--- src/rtl/bias_update_ctrl.sv ---
// -----------------------------------------------------------------------------
// bias_update_ctrl
//
// Bias-gradient step for the backprop output layer. A mini-batch of deltas is
// streamed in sample-major order (neuron 0..N_OUT-1 for sample 0, then sample
// 1, ...). One 20-bit gradient sum is kept per neuron. At the end of the batch
// each sum is scaled by ETA and added into the bias register bank, one neuron
// per cycle, and then done pulses for one cycle.
//
// Optional build macro: BIAS_SAT_EN
//   undefined : dcdb = prod[25:10], and the bias add wraps at 16 bits
//   defined   : dcdb = prod>>>10 saturated to 16 bits, and the bias add
//               saturates to [16'h8000, 16'h7FFF]
//
// Ports
//   clk          rising-edge clock
//   res          asynchronous active-low reset
//   start        begin a batch (sampled in IDLE only)
//   clr          synchronous abort back to IDLE; wins over start and transfers
//   delta_valid  delta_in carries a delta
//   delta_in     signed Q6.10 delta
//   delta_ready  high throughout ACC
//   init_we      bias preload strobe (IDLE only; idx >= N_OUT ignored)
//   init_idx     preload index
//   init_bias    preload value, signed Q6.10
//   rd_idx       read index
//   rd_bias      bias[rd_idx], combinational (0 for idx >= N_OUT)
//   busy         high in ACC and UPD
//   done         one-cycle completion pulse (DONE state)
//   state_dbg    current FSM state: 0 IDLE, 1 ACC, 2 UPD, 3 DONE
//
// Handshake: a delta transfer happens on a rising edge where delta_valid and
// delta_ready are both high and clr is low. delta_ready does not depend on
// delta_valid; the producer must hold delta_in stable while delta_valid is high
// and delta_ready is low.
// -----------------------------------------------------------------------------
module bias_update_ctrl #(
    parameter int                 N_OUT   = 2,
    parameter int                 N_BATCH = 4,
    parameter logic signed [15:0] ETA     = 16'hFF99
) (
    input  logic               clk,
    input  logic               res,
    input  logic               start,
    input  logic               clr,
    input  logic               delta_valid,
    input  logic signed [15:0] delta_in,
    output logic               delta_ready,
    input  logic               init_we,
    input  logic [3:0]         init_idx,
    input  logic signed [15:0] init_bias,
    input  logic [3:0]         rd_idx,
    output logic [15:0]        rd_bias,
    output logic               busy,
    output logic               done,
    output logic [1:0]         state_dbg
);

    localparam int IW = (N_OUT > 1) ? $clog2(N_OUT) : 1;
    localparam int SW = (N_BATCH > 1) ? $clog2(N_BATCH) : 1;
    localparam logic [IW-1:0] N_LAST  = IW'(N_OUT - 1);
    localparam logic [SW-1:0] S_LAST  = SW'(N_BATCH - 1);
    localparam logic [4:0]    N_OUT_W = 5'(N_OUT);

    typedef enum logic [1:0] {
        S_IDLE = 2'd0,
        S_ACC  = 2'd1,
        S_UPD  = 2'd2,
        S_DONE = 2'd3
    } state_t;

    state_t state, state_nx;

    logic signed [15:0] bias [N_OUT];
    logic signed [19:0] acc  [N_OUT];
    logic [IW-1:0]      n_idx;
    logic [SW-1:0]      s_idx;

    logic               accept;
    logic               last_n;
    logic               last_s;
    logic               init_hit;
    logic               rd_hit;

    logic signed [19:0] acc_sel;
    logic signed [15:0] bias_sel;
    logic signed [35:0] prod;
    logic signed [15:0] dcdb;
    logic signed [15:0] bias_new;

    assign accept   = (state == S_ACC) && delta_valid && !clr;
    assign last_n   = (n_idx == N_LAST);
    assign last_s   = (s_idx == S_LAST);
    assign init_hit = ({1'b0, init_idx} < N_OUT_W);
    assign rd_hit   = ({1'b0, rd_idx} < N_OUT_W);

    // ---------------------------------------------------------------- FSM
    always_ff @(posedge clk or negedge res) begin
        if (!res) begin
            state <= S_IDLE;
        end else begin
            state <= state_nx;
        end
    end

    always_comb begin
        state_nx = state;
        case (state)
            S_IDLE: if (start) state_nx = S_ACC;
            S_ACC:  if (accept && last_n && last_s) state_nx = S_UPD;
            S_UPD:  if (last_n) state_nx = S_DONE;
            S_DONE: state_nx = S_IDLE;
            default: state_nx = S_IDLE;
        endcase
        if (clr) state_nx = S_IDLE;
    end

    always_comb begin
        delta_ready = (state == S_ACC);
        busy        = (state == S_ACC) || (state == S_UPD);
        done        = (state == S_DONE);
        state_dbg   = state;
    end

    // ---------------------------------------------------- gradient scaling
    always_comb begin
        acc_sel  = acc[n_idx];
        bias_sel = bias[n_idx];
        prod     = 36'(acc_sel) * 36'(ETA);
    end

`ifdef BIAS_SAT_EN
    logic signed [25:0] prod_q;
    logic signed [16:0] sum_w;
    logic               unused_prod_lsb;

    assign unused_prod_lsb = ^prod[9:0];

    always_comb begin
        prod_q = prod[35:10];
        if (prod_q > 26'sd32767) begin
            dcdb = 16'sh7FFF;
        end else if (prod_q < -26'sd32768) begin
            dcdb = 16'sh8000;
        end else begin
            dcdb = prod_q[15:0];
        end
        sum_w = {bias_sel[15], bias_sel} + {dcdb[15], dcdb};
        // The two top bits differ only when the 16-bit result overflowed.
        if (sum_w[16] != sum_w[15]) begin
            bias_new = sum_w[16] ? 16'sh8000 : 16'sh7FFF;
        end else begin
            bias_new = sum_w[15:0];
        end
    end
`else
    logic unused_prod_bits;

    assign unused_prod_bits = ^{prod[35:26], prod[9:0]};

    always_comb begin
        // Slicing an arithmetic product is a floor divide by 1024.
        dcdb     = prod[25:10];
        bias_new = bias_sel + dcdb;
    end
`endif

    // ------------------------------------------------------------ datapath
    always_ff @(posedge clk or negedge res) begin
        if (!res) begin
            for (int i = 0; i < N_OUT; i++) begin
                bias[i] <= '0;
                acc[i]  <= '0;
            end
            n_idx <= '0;
            s_idx <= '0;
        end else begin
            case (state)
                S_IDLE: begin
                    if (start && !clr) begin
                        for (int i = 0; i < N_OUT; i++) acc[i] <= '0;
                        n_idx <= '0;
                        s_idx <= '0;
                    end
                    if (init_we && init_hit) begin
                        bias[init_idx[IW-1:0]] <= init_bias;
                    end
                end
                S_ACC: begin
                    if (accept) begin
                        acc[n_idx] <= acc[n_idx] + 20'(delta_in);
                        if (last_n) begin
                            n_idx <= '0;
                            s_idx <= last_s ? '0 : s_idx + 1'b1;
                        end else begin
                            n_idx <= n_idx + 1'b1;
                        end
                    end
                end
                S_UPD: begin
                    if (!clr) begin
                        bias[n_idx] <= bias_new;
                        n_idx       <= last_n ? '0 : n_idx + 1'b1;
                    end
                end
                default: ;
            endcase
        end
    end

    // ---------------------------------------------------------- read port
    always_comb begin
        rd_bias = '0;
        if (rd_hit) rd_bias = bias[rd_idx[IW-1:0]];
    end

endmodule

--- config.mk ---
export PLATFORM = sky130hd
export DESIGN_NAME = bias_update_ctrl
export DESIGN_NICKNAME = d
export VERILOG_FILES = /design/src/rtl/bias_update_ctrl.sv
export SDC_FILE = /design/constraint.sdc
export NUM_CORES = 1
export LEC_CHECK = 0
export ABC_AREA = 1
export CORE_MARGIN = 5
export CORE_UTILIZATION = 54
export DETAILED_ROUTE_END_ITERATION = 8
export GPL_TIMING_DRIVEN = 0
export PLACE_DENSITY = 0.77
export RECOVER_POWER = 100
export SYNTH_ARGS = -nofsm -noshare
export SYNTH_HDL_FRONTEND = slang
export SYNTH_SLANG_ARGS = --single-unit
export TNS_END_PERCENT = 50
--- constraint.sdc ---
create_clock -name clk -period 5.59 [get_ports clk]
set_input_delay 0.8385 -clock clk [delete_from_list [all_inputs] [get_ports clk]]
set_output_delay 0.8385 -clock clk [all_outputs]
set_load 0.1 [all_outputs]
## Word level (Yosys, flattened, before mapping)

Cells that the tools add are included.

- Add/subtract/negate cells: 4
- Multipliers: 1
- Order comparisons: 7
- Eq/ne operators: 12
- Multiplexer cells: 40
- Bitwise operators: 3
- Reduce and logical (&&, ||, !) cells: 19

Operator list:

| operator | number |
|---|---|
| two-way mux 16 bit | 9 |
| two-way mux 20 bit | 4 |
| two-way mux 40 bit | 2 |
| one-hot mux 40 bit (2 select lines) | 1 |
| bitwise mux 32 bit | 2 |
| two-way mux 32 bit | 2 |
| one-hot mux 32 bit (2 select lines) | 1 |
| bitwise mux 40 bit | 1 |
| demux 16 bit (select 1 bit) | 2 |
| multiplier 20 x 8 -> 26 bit, second input constant | 1 |
| adder 20 x 16 -> 20 bit | 1 |
| demux 20 bit (select 1 bit) | 1 |
| adder 16 bit | 1 |
| two-way mux 2 bit | 8 |
| AND reduction 3 bit | 3 |
| logical AND 1 bit | 8 |
| < comparator 4 x 2 -> 1 bit, second input constant | 2 |
| one-hot mux 2 bit (4 select lines) | 1 |
| AND reduction 4 bit | 2 |
| == test 2 bit, second input constant | 3 |
| greater-or-equal comparator 2 bit, second input constant | 3 |
| inequality test 2 bit, second input constant | 3 |
| inequality test 3 bit, second input constant | 2 |
| inverter 1 -> 2 bit | 3 |
| 14 further kinds | 20 |

- Bits in registers: 77
- Bits of input ports: 46
- Word-level logic and storage cells: 93

## Longest topological paths before layout

Gate-level depths: netlist of the first run.

- Word-level depth: 9
- Mapped depth: 37

## Worst setup path after synthesis of the first run

Ideal clock, no wire load.

- Kind: reg2reg
- Start point: register n_idx (netlist: last_n)
- End point: register bias[10] in the netlist's numbering
- Library setup time: 87 ps
- Data arrival time: 5375 ps
- Required time: 5503 ps
- Slack: 128 ps
- Cell stages (with the launch flop): 27
- Buffers on the path: 3
- Period minus slack after synthesis: 5462 ps
- Cells stage by stage: dfrtp_1 -> buf_6 -> buf_6 -> clkbuf_1 -> o21ai_0 -> inv_1 -> ha_1 -> fa_1 -> inv_1 -> fa_1 -> inv_1 -> fa_1 -> ha_1 -> a21oi_1 -> nand2_4 -> a21oi_2 -> xnor2_1 -> ha_1 -> fa_1 -> nand3_1 -> nand3_1 -> nand2_1 -> nand2_1 -> a21oi_1 -> xnor2_1 -> nand2_1 -> a22oi_1

- Longest elaborated chain between the ends: 9
- Elaborated cells on any way between the ends: 17

Ends and longest elaborated chain:

| element | line | RTL |
|---|---|---|
| from (decl) | 76 | `logic [IW-1:0] n_idx;` |
| from (signal assigned) | 196 | `n_idx <= n_idx + 1'b1;` |
| from (signal assigned) | 203 | `n_idx <= last_n ? '0 : n_idx + 1'b1;` |
| inverter 1 -> 2 bit (not written as such) (*) | 127, 128, 202 |  |
| two-way mux 20 bit (not written as such) (3 in a row) | 127 | `acc_sel = acc[n_idx];` |
| multiplier 20 x 8 -> 26 bit | 129 | `prod = 36'(acc_sel) * 36'(ETA);` |
| adder 16 bit | 164 | `bias_new = bias_sel + dcdb;` |
| bitwise mux 32 bit (*) | 202 | `bias[n_idx] <= bias_new;` |
| two-way mux 32 bit (*) | 201 | `if (!clr) begin` |
| one-hot mux 32 bit (2 select lines) (*) | 178 | `case (state)` |
| to (signal, indexed assignment) | 186 | `bias[init_idx[IW-1:0]] <= init_bias;` |
| to (signal, indexed assignment) | 202 |  |
| to (decl) | 74 | `logic signed [15:0] bias [N_OUT];` |

Every way passes the cells marked *; elsewhere a longest branch is shown, timed or not. The select of a mux whose other input is x is not followed.
A chain may end at the register's enable or synchronous reset.

## Worst setup path in the final report of the first run

- Start point: register n_idx (netlist: last_n)
- End point: register bias[29] in the netlist's numbering

Same word-level chain as after synthesis.

==> impl_metrics.toml, run 1 <==
[synth]
yosys.area.top_type_share = 0.216
synthesis.area_per_instance_um2 = 7.30
synthesis.nets = 1422
ys_seq_area_frac = 0.216
synth_ff_type = "dfrtp_1"
yosys.area.top_type = "dfrtp_1"
yosys_warnings = 0
synth_edf_count = 0
synth_seq_cells = 77
synth.area.top_cells = "dfrtp_1 22%, ha_1 17%, inv_1 10%"
synth_area_um2 = 8900
synth_cells = 1220
async_flop_share = 1.00
synth_cell_types = 52

[layout]
regArea_um2 = 1930
antennaDiodeCount = 0
multiInputGateArea_um2 = 6770
drive_gt1_frac = 0.197
fin_area_um2 = 11500
utilization = 0.701
n_fill_cell = 1297
syn2layout_area_growth_pct = 28.6
fin_nets = 1545

[detailed_routing]
vias = 8882
via_per_inst = 5.66
dr.pass1.iters = 6
drt-initial-drc-count = 647
wl_mm = 27.6
drc = 0
postRouteAntennaNets = 0
wl_per_cell_um = 17.6

[setup_path]
reg2reg_depth = 28
r2r_slack_ns = -0.14
r2r_end = "bias[29]$_DFFE_PN0P_"
path_buf_inv = 7
worstSetupEndpointType = "flop"
cp_max_fo = 6
slowest_delay_ns = 0.60
critical-path-top-delay-family = "adder cells"
crit_type = "flop to flop"
cpMaxStageDelayCell = "fa_1"
r2r-start = "last_n$_DFFE_PN0P_"
critPathMostFrequentCell = "ha_1"
crit_required_ns = 5.85
critPathLaunchType = "flop"
arrival_ns = 5.99

[die]
num_io_pins = 67
die_x_um = 138
die_height_um = 138
dieArea_um2 = 19200
core_um2 = 16300
rows = 47
start_util = 0.545

[sta]
min_period_ns = 5.73
hold_ws_ns = 0.487
setup_tns_ns = -0.702
worst_slack_ns = -0.141
fmax_ghz = 0.174
skew_ns = 0.0140
tightestPinTransition_ns = 2.29
relSlewSlack = -0.524
report.final.slew_viol_count = 80
setup_viol_count_final = 8
min_period_over_period = 1.03
final_hold_viol_count = 0
rsz0062_at_grt = "yes"

[hold_path]
hold_class = "flop to flop"
hold_path_depth = 2
hp-start = "acc[15]$_DFFE_PN0P_"
hold-path-endpoint = "acc[15]$_DFFE_PN0P_"

[grt]
grt_remaining_overflow = 0
grt_pass1_wl_mm = 39.1
grt_max_degree = 42
grt_pass1_vias = 8297
grt_usage = 0.245
antenna_found_initial = 0

[placement]
dp_hpwl_mm = 19.4
io_buffer_count = 66
gp_congestion = 0.930
placed_cell_area_um2 = 9860

[clocking]
numCtsBuffers = 9
htree_num_levels = 3
cts_root_buf = "clkbuf_16"
clock_latency_ns = 0.36
cts_hold_buffers = 0
cts_max_path_buffers = 2
clkSinkCount = 77
cts_tree = "yes"
clkSlewWorstSetupHoldPaths_ns = 0.07

[status]
status = "finished with violations"
violations = "capacitance limit, slew limit, setup timing"

[job]
drv_cap = 2
==> logic make-up (layout without fill, tap and decap cells) <==
group / Yosys count / in the layout / synth area share
AOI/OAI and AO/OA: 245 / 245 / 0.163
xor gates and xnor gates: 33 / 33 / 0.0325
adders and majority gates: 156 / 156 / 0.251
buffers and inverters: 275 / 403 / 0.120
DFF: 77 / 77 / 0.216
and+or+nand+nor: 434 / 434 / 0.217
==> worst max-delay path by stage <==
stage                       start                   end  slack [ns]  cells past startpoint
2_1_floorplan  last_n$_DFFE_PN0P_  bias[10]$_DFFE_PN0P_        0.13                     26
3_3_place_gp   last_n$_DFFE_PN0P_  bias[15]$_DFFE_PN0P_       -0.83                     29
3_5_place_dp   last_n$_DFFE_PN0P_  bias[15]$_DFFE_PN0P_       -0.87                     29
4_1_cts        last_n$_DFFE_PN0P_   bias[9]$_DFFE_PN0P_        0.01                     31
5_1_grt        last_n$_DFFE_PN0P_  bias[30]$_DFFE_PN0P_       -0.30                     36
6_report       last_n$_DFFE_PN0P_  bias[29]$_DFFE_PN0P_       -0.14                     28
==> worst register-to-register path: cells and delay by family (launching register included) <==
family | cells | cell delay, ns
buf+inv | 7 | 0.83
fa+ha+maj | 6 | 2.32
compound gates | 6 | 1.01
simple gates | 8 | 0.90
xor+xnor | 1 | 0.17
flops | 1 | 0.38
==> synth_stat cells (2+ instances only) <==
cell / count
buf_2: 11
nand2_4: 8
a211oi_1: 17
dfrtp_1: 77
nand2_1: 234
nand4_1: 11
nor4_1: 3
nor2_2: 4
or2_2: 7
o22ai_1: 19
o21ai_1: 19
or2_1: 3
fa_1: 38
o21ai_2: 2
a32o_1: 2
a21o_1: 3
xor2_1: 22
nand2_2: 10
a22oi_1: 19
inv_1: 242
a21oi_2: 4
a31oi_1: 6
nor3_1: 15
clkbuf_1: 14
o21ai_0: 67
a21oi_1: 73
inv_2: 4
buf_6: 2
nor2_4: 2
nand3b_1: 3
o21bai_1: 4
nand3_1: 62
ha_1: 118
xnor2_1: 11
nor2_1: 67
==> placed cells by master (no fill, tap or decap), types with 8 or more instances in the layout <==
cell / count
clkbuf_1: 14
nand4_1: 11
buf_4: 41
o21ai_4: 12
nand2_4: 14
a21oi_2: 15
a211oi_1: 18
nor2_1: 66
ha_4: 29
o21ai_0: 50
nand2_1: 204
a21oi_1: 59
dfrtp_1: 77
ha_1: 86
o21ai_1: 18
inv_1: 219
fa_1: 36
o21ai_2: 8
a22oi_1: 18
clkdlybuf4s50_1: 62
nand2_2: 34
xor2_1: 20
o22ai_1: 19
inv_2: 19
buf_2: 9
nand3_1: 57
clkbuf_16: 13
xnor2_1: 10
==> area by class of cell <==
cell class | instances | area share
multi-input combinational | 868 | 0.591
sequential | 77 | 0.168
timing repair buffer | 112 | 0.0895
inverter | 248 | 0.0833
tap | 220 | 0.0240
clock buffer | 9 | 0.0197
buffer | 27 | 0.0185
clock inverter | 7 | 0.00568
==> state kept, by name, summed over array words and instances, names as in the netlist <==
name,flops
acc,40
s_idx,2
state_dbg,2
last_n,1
bias,32
==> layer usage <==
metal	track usage	wire length [um]	up-vias
met4	0.0806	1450	0
met5	0	0	-
met1	0.285	10500	4141
met2	0.459	14000	406
li1	-	-	4225
met3	0.0369	1670	110
==> through the flow <==
step,instances,setup slack [ns]
3_3_place_gp,1506,-0.827
5_1_grt,1568,-0.305
2_1_floorplan,1220,0.128
6_report,1568,-0.141
4_1_cts,1531,0.0104
3_5_place_dp,1507,-0.875
==> timing repair <==
item | in CTS | in global routing
cloned | 0 | 3
pin swaps | 12 | 74
endpoints found under the setup margin | 30 | 22
buffers inserted | 8 | 34
resized for setup | 82 | 154
Power of run 1 is not shown: default switching activity piles up to over one toggle a cycle in this logic, so the estimate is an artifact.
==> run 2, diff against run 1 <==
--- a/config.mk
+++ b/config.mk
@@ -11,7 +11,6 @@
 export DETAILED_ROUTE_END_ITERATION = 8
 export GPL_TIMING_DRIVEN = 0
 export PLACE_DENSITY = 0.77
-export RECOVER_POWER = 100
 export SYNTH_ARGS = -nofsm -noshare
 export SYNTH_HDL_FRONTEND = slang
 export SYNTH_SLANG_ARGS = --single-unit
==> run 2 against run 1 <==
The flow finishes with violations (setup timing). Clock skew grew 0.00075 ns. Cell area grew 0.46%. Hold slack got worse by 0.038 ns. Count of clock-buffer cells in the layout unchanged. Global-route usage unchanged. Non-clock buffer count unchanged. Critical endpoint unchanged. Largest cell class unchanged.
==> impl_metrics.toml, run 2 (same netlist as run 1, synthesis figures left out) <==
[layout]
fin_cells = 1568
utilization = 0.704
syn2layout_area_growth_pct = 29.2
mostFrequentLayoutCell = "inv_1"
largest-register = "acc"
reg_top3 = "acc x40, bias x32"
fin_area_um2 = 11500
drive_gt1_frac = 0.205
fin_nets = 1545
largest_reg_flops = 40
mostFrequentLayoutCells = "217 x inv_1, 202 x nand2_1, 86 x ha_1"
antennaDiodeCount = 0

[detailed_routing]
wl_mm = 27.6
postRouteAntennaNets = 0
dr.pass1.iters = 8
via_per_inst = 5.72
vias = 8974
drt-initial-drc-count = 595
drc = 0
wl_per_cell_um = 17.6

[clocking]
cts_max_path_buffers = 2
clkSlewWorstSetupHoldPaths_ns = 0.07
htree_num_levels = 3
cts_tree = "yes"
clkSinkCount = 77
cts_root_buf = "clkbuf_16"
clock_latency_ns = 0.36
cts_hold_buffers = 0
numCtsBuffers = 9

[sta]
report.final.slew_viol_count = 0
fmax_ghz = 0.173
skew_ns = 0.0148
setup_tns_ns = -1.02
setup_viol_count_final = 9
final_hold_viol_count = 0
relSlewSlack = 0.347
rsz0062_at_grt = "yes"
min_period_ns = 5.79
tightestPinTransition_ns = 0.976
worst_slack_ns = -0.200
min_period_over_period = 1.04

[placement]
io_buffer_count = 66
gp_congestion = 0.930
dp_hpwl_mm = 19.4
placed_cell_area_um2 = 9860
place_inst = 1507

[setup_path]
crit_type = "flop to flop"
critPathMostFrequentCell = "ha_1"
cp_max_fo = 6
reg2reg_depth = 28
slowest_delay_ns = 0.60
cpMaxStageDelayCell = "fa_1"
critPathLaunchType = "flop"
crit_required_ns = 5.85
worstSetupEndpointType = "flop"
arrival_ns = 6.05

[die]
die_x_um = 138
start_util = 0.545
rows = 47
core_um2 = 16300
die_height_um = 138
dieArea_um2 = 19200
num_io_pins = 67

[status]
violations = "setup timing"
status = "finished with violations"

[grt]
grt_usage = 0.245
grt_max_degree = 42
grt_remaining_overflow = 0
grt_pass1_wl_mm = 39.1
antenna_found_initial = 0
grt_pass1_vias = 8297

[job]
drv_cap = 0

[hold_path]
hold_class = "input port to asynchronous set/reset pin"
## run 2: changes by cell type in the layout (fill, tap and decap cells not counted), sizes merged
| cell | change |
|---|---|
| clkdlybuf4s50 | +3 |
| dlygate4sd3 | -3 |
| clkbuf | -4 |
| clkinv | -1 |
| buf | +4 |
| inv | +1 |
## run 2: final cells by class
cell class / count / area (um^2)
multi-input combinational: 868 / 6800
fill: 1284 / 4840
sequential: 77 / 1930
timing repair buffer: 112 / 1040
inverter: 248 / 953
tap: 220 / 275
clock buffer: 9 / 225
buffer: 27 / 214
clock inverter: 7 / 65.1
## run 2: per-stage QoR
stage	setup WS (ns)	hold slack, ns
finish	-0.200	0.449
global route	-0.297	0.487
CTS	0.0104	0.463
detailed placement	-0.875	0.465
global placement	-0.827	0.459
floorplan	0.128	0.442
## run 2: worst max-delay path, delay by kind of cell, from the launching register on
family,cells,cell delay [ns]
flip-flops,1,0.38
XOR/XNOR,1,0.17
buffers and inverters,7,0.81
AO/OA/AOI/OAI,6,1.07
AND/OR/NAND/NOR,8,0.91
adder cells (fa/ha/maj),6,2.32
## run 2: worst paths after layout
kind / startpoint / slack, ns / endpoint
setup / recovery: last_n$_DFFE_PN0P_ / -0.20 / bias[29]$_DFFE_PN0P_
hold / removal: res / 0.45 / bias[18]$_DFFE_PN0P_
setup reg to reg: last_n$_DFFE_PN0P_ / -0.20 / bias[29]$_DFFE_PN0P_
hold reg to reg: acc[15]$_DFFE_PN0P_ / 0.49 / acc[15]$_DFFE_PN0P_
max in group asynchronous: res / 4.53 / acc[14]$_DFFE_PN0P_
min in group clk: acc[15]$_DFFE_PN0P_ / 0.49 / acc[15]$_DFFE_PN0P_
## run 2: layer usage
| metal | wire (um) | track usage |
|---|---|---|
| met1 | 10500 | 0.285 |
| met2 | 14100 | 0.459 |
| met3 | 1620 | 0.0369 |
| met4 | 1390 | 0.0806 |
| met5 | 0 | 0 |
## run 2: repair_timing
item | 4_1_cts | 5_1_grt
pin swaps | 12 | 74
gates resized for setup | 82 | 154
setup buffers | 8 | 34
setup endpoints to repair | 30 | 22
gates cloned | 0 | 3
Power of run 2 is left out for the same reason.
